File: config.mk
export PLATFORM = sky130hd
export DESIGN_NAME = gpio_edge_service_ctrl
export DESIGN_NICKNAME = d
export VERILOG_FILES = /design/src/rtl/gpio_edge_service_ctrl.sv
export SDC_FILE = /design/constraint.sdc
export NUM_CORES = 1
export LEC_CHECK = 0
export BUFFER_PORTS_ARGS = -buffer_cell sky130_fd_sc_hd__buf_2
export CORE_MARGIN = 1
export CORE_UTILIZATION = 40
export DETAILED_ROUTE_END_ITERATION = 16
export PLACE_DENSITY = 0.64
export SETUP_SLACK_MARGIN = 0.15
export SYNTH_ARGS = -nofsm -noshare
export SYNTH_HDL_FRONTEND = slang
export SYNTH_SLANG_ARGS = --single-unit
File: constraint.sdc
create_clock -name clk -period 5.1 [get_ports clk]
set_input_delay 0.765 -clock clk [delete_from_list [all_inputs] [get_ports clk]]
set_output_delay 0.765 -clock clk [all_outputs]
set_load 0.1 [all_outputs]
File: src/rtl/gpio_edge_service_ctrl.sv
// gpio_edge_service_ctrl
//   Sole bus master for a 16-bit bidirectional GPIO slave (reg 0 data, 1 direction,
//   2 irq mask, 3 edge capture with write-1-to-clear). After reset, or when cfg_load
//   is pulsed, it programs direction and mask. It services the slave irq by reading
//   edge capture and clearing exactly the bits it read. Each serviced edge vector is
//   queued with a timestamp in a small FIFO. Data-register writes from a single
//   requester are arbitrated against irq service.
//
// Ports
//   clk, reset          clock, asynchronous active-high reset
//   gpio_address        register select to the slave
//   gpio_chipselect     access strobe
//   gpio_write_n        active-low write strobe
//   gpio_writedata      write data, zero-extended to 32 bits
//   gpio_readdata       registered read data, valid the cycle after the address
//   gpio_irq            slave interrupt (edge_capture & irq_mask)
//   cfg_dir, cfg_mask   values written by the configuration sequence
//   cfg_load            pulse: re-run configuration at the next idle point
//   out_req, out_data   data-register write request, held until out_ack
//   out_ack             one-cycle pulse on the cycle the data write is issued
//   evt_valid/ready     event FIFO handshake (pop when both high)
//   evt_data            {timestamp, edge vector} at the FIFO head, 0 when empty
//   evt_count           FIFO occupancy
//   busy                sequencer is not idle

module gpio_edge_service_ctrl #(
  parameter int unsigned GPIO_WIDTH = 16,
  parameter int unsigned TS_WIDTH   = 16,
  parameter int unsigned FIFO_DEPTH = 8
) (
  input  logic                           clk,
  input  logic                           reset,
  output logic [1:0]                     gpio_address,
  output logic                           gpio_chipselect,
  output logic                           gpio_write_n,
  output logic [31:0]                    gpio_writedata,
  input  logic [31:0]                    gpio_readdata,
  input  logic                           gpio_irq,
  input  logic [GPIO_WIDTH-1:0]          cfg_dir,
  input  logic [GPIO_WIDTH-1:0]          cfg_mask,
  input  logic                           cfg_load,
  input  logic                           out_req,
  input  logic [GPIO_WIDTH-1:0]          out_data,
  output logic                           out_ack,
  output logic                           evt_valid,
  input  logic                           evt_ready,
  output logic [TS_WIDTH+GPIO_WIDTH-1:0] evt_data,
  output logic [$clog2(FIFO_DEPTH):0]    evt_count,
  output logic                           busy
);

  localparam int unsigned AW = $clog2(FIFO_DEPTH);
  localparam int unsigned EW = TS_WIDTH + GPIO_WIDTH;
  localparam logic [AW:0] FULL_COUNT = (AW + 1)'(FIFO_DEPTH);

  localparam logic [1:0] ADDR_DATA = 2'd0;
  localparam logic [1:0] ADDR_DIR  = 2'd1;
  localparam logic [1:0] ADDR_MASK = 2'd2;
  localparam logic [1:0] ADDR_CAP  = 2'd3;

  typedef enum logic [2:0] {
    StCfgDir,
    StCfgMask,
    StIdle,
    StRdAddr,
    StRdData,
    StClr,
    StWrOut
  } state_e;

  state_e state_q, state_d;

  // Low only for the first cycle out of reset so the bus is quiet while reset is
  // asserted; the direction write then appears on the first cycle after release.
  logic armed_q;

  logic                  cfg_pend_q, cfg_pend_d;
  // Suppresses irq sampling for the idle cycle right after a clear, because the
  // slave irq may still reflect the bits just cleared.
  logic                  hold_q, hold_d;
  logic [GPIO_WIDTH-1:0] cap_q, cap_d;
  logic [TS_WIDTH-1:0]   ts_q;
  logic [TS_WIDTH-1:0]   ts_cap_q, ts_cap_d;

  logic                  push;
  logic                  push_en;
  logic                  pop;
  logic                  fifo_full;
  logic                  fifo_empty;

  logic [EW-1:0]         mem [FIFO_DEPTH];
  logic [AW-1:0]         wr_ptr_q;
  logic [AW-1:0]         rd_ptr_q;
  logic [AW:0]           count_q;

  logic                  unused_readdata_hi;
  assign unused_readdata_hi = ^gpio_readdata[31:GPIO_WIDTH];

  // ---------------------------------------------------------------------------
  // Free-running timestamp
  // ---------------------------------------------------------------------------
  always_ff @(posedge clk or posedge reset) begin
    if (reset) begin
      ts_q <= '0;
    end else begin
      ts_q <= ts_q + 1'b1;
    end
  end

  // ---------------------------------------------------------------------------
  // Sequencer
  // ---------------------------------------------------------------------------
  always_ff @(posedge clk or posedge reset) begin
    if (reset) begin
      state_q    <= StCfgDir;
      armed_q    <= 1'b0;
      cfg_pend_q <= 1'b0;
      hold_q     <= 1'b0;
      cap_q      <= '0;
      ts_cap_q   <= '0;
    end else begin
      state_q    <= state_d;
      armed_q    <= 1'b1;
      cfg_pend_q <= cfg_pend_d;
      hold_q     <= hold_d;
      cap_q      <= cap_d;
      ts_cap_q   <= ts_cap_d;
    end
  end

  always_comb begin
    state_d         = state_q;
    cfg_pend_d      = cfg_pend_q | cfg_load;
    hold_d          = 1'b0;
    cap_d           = cap_q;
    ts_cap_d        = ts_cap_q;
    gpio_chipselect = 1'b0;
    gpio_write_n    = 1'b1;
    gpio_address    = ADDR_DATA;
    gpio_writedata  = '0;
    out_ack         = 1'b0;
    push            = 1'b0;

    unique case (state_q)
      StCfgDir: begin
        if (armed_q) begin
          gpio_chipselect = 1'b1;
          gpio_write_n    = 1'b0;
          gpio_address    = ADDR_DIR;
          gpio_writedata  = 32'(cfg_dir);
          state_d         = StCfgMask;
        end
      end
      StCfgMask: begin
        gpio_chipselect = 1'b1;
        gpio_write_n    = 1'b0;
        gpio_address    = ADDR_MASK;
        gpio_writedata  = 32'(cfg_mask);
        state_d         = StIdle;
      end
      StIdle: begin
        if (cfg_pend_q || cfg_load) begin
          cfg_pend_d = 1'b0;
          state_d    = StCfgDir;
        end else if (gpio_irq && !hold_q && !fifo_full) begin
          state_d = StRdAddr;
        end else if (out_req) begin
          state_d = StWrOut;
        end
      end
      StRdAddr: begin
        gpio_chipselect = 1'b1;
        gpio_address    = ADDR_CAP;
        state_d         = StRdData;
      end
      StRdData: begin
        cap_d    = gpio_readdata[GPIO_WIDTH-1:0];
        ts_cap_d = ts_q;
        // An all-zero capture means the irq was spurious: nothing to clear or log.
        state_d  = (|gpio_readdata[GPIO_WIDTH-1:0]) ? StClr : StIdle;
      end
      StClr: begin
        // Clear only the bits that were read; edges arriving since stay pending.
        gpio_chipselect = 1'b1;
        gpio_write_n    = 1'b0;
        gpio_address    = ADDR_CAP;
        gpio_writedata  = 32'(cap_q);
        push            = 1'b1;
        hold_d          = 1'b1;
        state_d         = StIdle;
      end
      StWrOut: begin
        gpio_chipselect = 1'b1;
        gpio_write_n    = 1'b0;
        gpio_address    = ADDR_DATA;
        gpio_writedata  = 32'(out_data);
        out_ack         = 1'b1;
        state_d         = StIdle;
      end
      default: begin
        state_d = StCfgDir;
      end
    endcase
  end

  assign busy = (state_q != StIdle);

  // ---------------------------------------------------------------------------
  // Event FIFO
  // ---------------------------------------------------------------------------
  assign fifo_full  = (count_q == FULL_COUNT);
  assign fifo_empty = (count_q == '0);
  // Service is never started while full, so the guard on push is defensive only.
  assign push_en    = push && !fifo_full;
  assign pop        = evt_ready && !fifo_empty;

  always_ff @(posedge clk) begin
    if (push_en) begin
      mem[wr_ptr_q] <= {ts_cap_q, cap_q};
    end
  end

  always_ff @(posedge clk or posedge reset) begin
    if (reset) begin
      wr_ptr_q <= '0;
      rd_ptr_q <= '0;
      count_q  <= '0;
    end else begin
      if (push_en) begin
        wr_ptr_q <= wr_ptr_q + 1'b1;
      end
      if (pop) begin
        rd_ptr_q <= rd_ptr_q + 1'b1;
      end
      unique case ({push_en, pop})
        2'b10:   count_q <= count_q + 1'b1;
        2'b01:   count_q <= count_q - 1'b1;
        default: count_q <= count_q;
      endcase
    end
  end

  assign evt_valid = !fifo_empty;
  assign evt_count = count_q;
  assign evt_data  = fifo_empty ? '0 : mem[rd_ptr_q];

endmodule

* Word level (Yosys, flattened, before mapping) *
Memory sizes are Yosys's and may differ from the RTL's.
Cells that the tools add are included.

word-level totals
  register bits = 64
  memory bits (writable) = 256
  input port bits = 86
  output and inout port bits = 75
  logic and storage cells = 67
  memories = 1

operators by class
  add/subtract/negate cells = 5
  equal/unequal tests = 12
  multiplexer cells = 22
  bitwise operators = 1
  reductions and logical operators = 16

memories
  name  words  width  read ports  clocked after Yosys merged registers in  wr ports  RTL line  text
  mem   8      32     1           0                                        1         91        logic [EW-1:0] mem [FIFO_DEPTH];

operators with widths
  cell                     number
  $pmux W16 S4             1
  $mux W32                 1
  $add A16 B1 Y16 const B  1
  $mux W16                 1
  $reduce_or A16 Y1        1
  $mux W3                  5
  $pmux W3 S5              1
  $eq A3 B3 Y1 const B     3
  $mux W1                  9
  $pmux W4 S2              1
  $add A3 B1 Y3 const B    2
  $eq A3 B2 Y1 const B     2
  $pmux W2 S3              1
  $add A4 B1 Y4 const B    1
  $eq A4 B4 Y1 const B     1
  $logic_and A1 B1 Y1      4
  $logic_not A4 Y1         1
  $ne A4 B4 Y1 const B     1
  $pmux W1 S2              2
  $reduce_or A4 Y1         1
  $sub A4 B1 Y4 const B    1
  $eq A3 B1 Y1 const B     1
  $logic_not A1 Y1         3
  $logic_not A3 Y1         1
  10 further kinds         10

* Logic depth before layout (Yosys ltp) *
  word-level depth = 6
  mapped depth = 12
  depth with buffers taken out = 10

* Least setup slack after synthesis *
No wires, ideal clock.

  kind = reg-to-output
  start point = reg state_q[0]
  end point = out gpio_write_n
  arrival = 4.158 ns
  required time = 4.335 ns
  path slack = 0.177 ns
  stages on the path, launching flop included = 4
  buffers on the path = 1
  path through = dfrtp_1 > clkbuf_1 > nor3_1 > nor2_1

between the ends
  word-level cells in the longest chain between the ends = 3
  elaborated cells between the ends (all ways) = 6
  classes of those cells = 3 x eq/ne; 1 x mux; 2 x reduce/logical

RTL lines
  item                                          RTL line  text
  start: declaration                            71        state_e state_q, state_d;
  start signal: assignment                      115       state_q <= StCfgDir;
  start signal: assignment                      122       state_q <= state_d;
  $eq A3 B3 Y1 or $eq A3 B1 Y1 (tied branches)  144       unique case (state_q)
  $reduce_or A3 Y1 (no line)                    n/a
  $pmux W1 S2 (*)                               144
  end: declaration                              35        output logic gpio_write_n,

Mark *: on every way between the ends. The rest lies on a longest branch, timed or not.

* Worst setup path after layout *
  start point = reg state_q[0]
  end point = out gpio_writedata[2]

between the ends
  word-level cells in the longest chain between the ends = 2
  elaborated cells between the ends (all ways) = 5
  classes of those cells = 3 x eq/ne; 1 x mux; 1 x reduce/logical

RTL lines
  item                                        RTL line  text
  $eq A3 B3 Y1, or another cell as far along  144
  $pmux W16 S4 (*)                            144
  end: declaration                            36        output logic [31:0] gpio_writedata,

Marked as above.

==> out/qor.csv <==
stage;metric;value;unit
die;die width;183.3;um
clock_tree;clock buffer depth;3;
global_route;number of global-route vias before repair;6976;
routing;Avg WL per Cell;19.46;um
placed_design;routability cong.;0.7515;
global_route;gr ovfl total;0;
clock_tree;CTS tree;done;
logic_synthesis;Mapped Cells;729;
cells_and_area;Diodes inserted;0;
clock_tree;clk sink count;320;
die;num ports;161;
clock_tree;clk_lat worst skew;0.51;ns
logic_synthesis;Cell Area, Synth;0.01315;mm2
routing;DR vias;6841;
timing;Final WS setup;1.131;ns
logic_synthesis;Seq/Total Area, Yosys;0.7064;
cells_and_area;nets;962;
routing;drt initial violations;480;
routing;drt drc;0;
timing;final setup TNS;0;ns
timing;ratio of final minimum period to clock period;0.7782;
die;core area;0.03245;mm2
clock_tree;Inserted Clock Buffers;34;
logic_synthesis;Avg Inst Size Synth;18.04;um2
cells_and_area;layout cells sized above 1;0.3192;
timing;Slew @ Worst Pin;1.216;ns
cells_and_area;final core utilization;0.4727;
die;DIE AREA;0.03360;mm2
die;num rows;66;
placed_design;pre-CTS setup slack;1.673;ns
timing;# setup viols final;0;
cells_and_area;area grow syn2layout;16.66;%
outcome;outcome;complete, no violations;
flow_run;Max-Cap Viols;0;
logic_synthesis;EDFF count, synth;256;
placed_design;port bufs;128;
critical_path;CP startpoint;state_q[0]$_DFFE_PP0P_;
logic_synthesis;Yosys warnings;0;
worst_hold_path;Hold Crit Class;primary input to async pin;
clock_tree;Hold Buf Count CTS;0;
routing;vias per cell;5.113;
clock_tree;PostCTS Resize Cnt;0;
critical_path;Setup crit end kind;output pin;
global_route;gr usage total;0.1595;
clock_tree;Reg clk slew, reported paths;0.06;ns
routing;drt pass-1 iters;4;
logic_synthesis;FFs w/ async S/R, synth;0.2000;
placed_design;dpl hpwl;16020;um
global_route;antenna violations before repair;0;
logic_synthesis;Yosys cell types;50;
timing;FMAX;0.2520;GHz
critical_path;Worst R2R Start;state_q[0]$_DFFE_PP0P_;
routing;total wire length;26040;um
critical_path;Arrival @ worst endpoint;3.20;ns
clock_tree;H-tree levels;2;
global_route;first-pass GRT wire length;40560;um
critical_path;required time of the worst setup path;4.34;ns
timing;min Tclk post-route;3.969;ns
timing;Final Max Slew Viols;0;
timing;relative slew slack;0.1855;
timing;clock skew;0.01463;ns
die;Die Ht;183.3;um
die;initial core utilization;0.4052;
critical_path;kind of critical path;register to output pin;
routing;number of routed nets with antenna violations;0;
clock_tree;setup repair bufs after CTS;0;
timing;Final Hold Viols;0;
critical_path;Worst Path Max Fanout;34;
global_route;largest net degree at the start of global routing;39;
clock_tree;Root Driver;clkbuf_16;
timing;RSZ-0062 raised after global routing;false;
logic_synthesis;Yosys reg bits;320;
critical_path;CP startpoint kind;register;
logic_synthesis;top_reg_cell synth;edfxtp_1;
[final timing paths]
check	slack (ns)	cells past startpoint	endpoint
setup / recovery	1.13	4	gpio_writedata[2]
hold / removal	0.33	2	evt_count[0]$_DFFE_PP0P_
setup reg to reg	2.26	4	mem[6][16]$_DFFE_PP_
hold reg to reg	0.48	1	ts_q[15]$_DFF_PP0_
max in group asynchronous	3.81	3	rd_ptr_q[0]$_DFFE_PP0P_
min in group clk	0.48	1	ts_q[15]$_DFF_PP0_
[area by class of cell]
class                           count  area [um2]
Clock inverter                     13       112.6
Sequential cell                   320        9295
Clock buffer                       49       957.2
Fill cell                        2762       17110
Tap cell                          442       553.0
Timing Repair Buffer              146       788.3
Inverter                            8       30.03
Multi-Input combinational cell    360        3605
[metrics by stage]
step | hold WS [ns] | area, um2 | cells
floorplan | 0.4418 | 13210 | 744
global placement | 0.4663 | 14270 | 1276
detailed placement | 0.4650 | 14270 | 1276
CTS | 0.3508 | 15340 | 1338
global route | 0.3832 | 15340 | 1338
finish | 0.3348 | 15340 | 1338
[cell usage after synthesis, types with 7 or more instances]
library cell,instances,area share
edfxtp_1,256,0.58
dfrtp_1,64,0.12
mux4_2,64,0.11
nor2_1,45,0.013
mux2_1,33,0.028
mux2i_1,32,0.024
nand2_1,25,0.0071
buf_4,24,0.014
a21oi_1,23,0.0088
buf_2,20,0.0076
o21ai_1,18,0.0069
a221oi_1,16,0.011
xnor2_1,16,0.011
clkbuf_1,10,0.0029
nand3_1,8,0.0030
xor2_1,7,0.0047
[registers in the layout, summed over array words and instances (netlist names)]
signal and count:
wr_ptr_q 3, ts_cap_q 16, armed_q 1, hold_q 1
ts_q 16, mem 256, cfg_pend_q 1, rd_ptr_q 3
state_q 3, cap_q 16, evt_count 4
[metal layers]
| layer | track usage | vias up | routed length [um] |
|---|---|---|---|
| li1 | - | 3123 | - |
| met1 | 0.2178 | 3556 | 11520 |
| met2 | 0.2646 | 121 | 13090 |
| met3 | 0.02701 | 41 | 935 |
| met4 | 0.04367 | 0 | 498 |
| met5 | 0 | - | 0 |
[critical path, stage by stage (launching register included)]
cell and delay (ns):
dfrtp_1 0.72, nor2b_2 1.07, a221oi_1 0.23, o21ai_1 0.22
buf_2 0.45
[cells in the final DEF (no fill, tap or decap), types with 18 or more instances in the layout]
| cell type | netlist | final |
|---|---|---|
| nor2_1 | 45 | 39 |
| edfxtp_1 | 256 | 256 |
| mux4_2 | 64 | 64 |
| nand2_1 | 25 | 25 |
| o21ai_1 | 18 | 18 |
| dfrtp_1 | 64 | 61 |
| a21oi_1 | 23 | 23 |
| clkbuf_16 | 0 | 34 |
| mux2i_1 | 32 | 32 |
| buf_2 | 20 | 128 |
| mux2_1 | 33 | 33 |
[cells by family (layout without fill, tap and decap cells)]
logic type / count (synthesis) / after routing / synth area share
mux: 131 / 131 / 0.1642
xor+xnor: 23 / 23 / 0.01532
buf+inv: 64 / 216 / 0.02816
other cells: 2 / 17 / 0.0005711
flops: 320 / 320 / 0.7064
fa+ha+maj: 6 / 6 / 0.005709
compound gates: 67 / 67 / 0.03168
simple gates: 116 / 116 / 0.04796
Power is not shown: default switching activity piles up to over one toggle a cycle in this logic, so the estimate is an artifact.
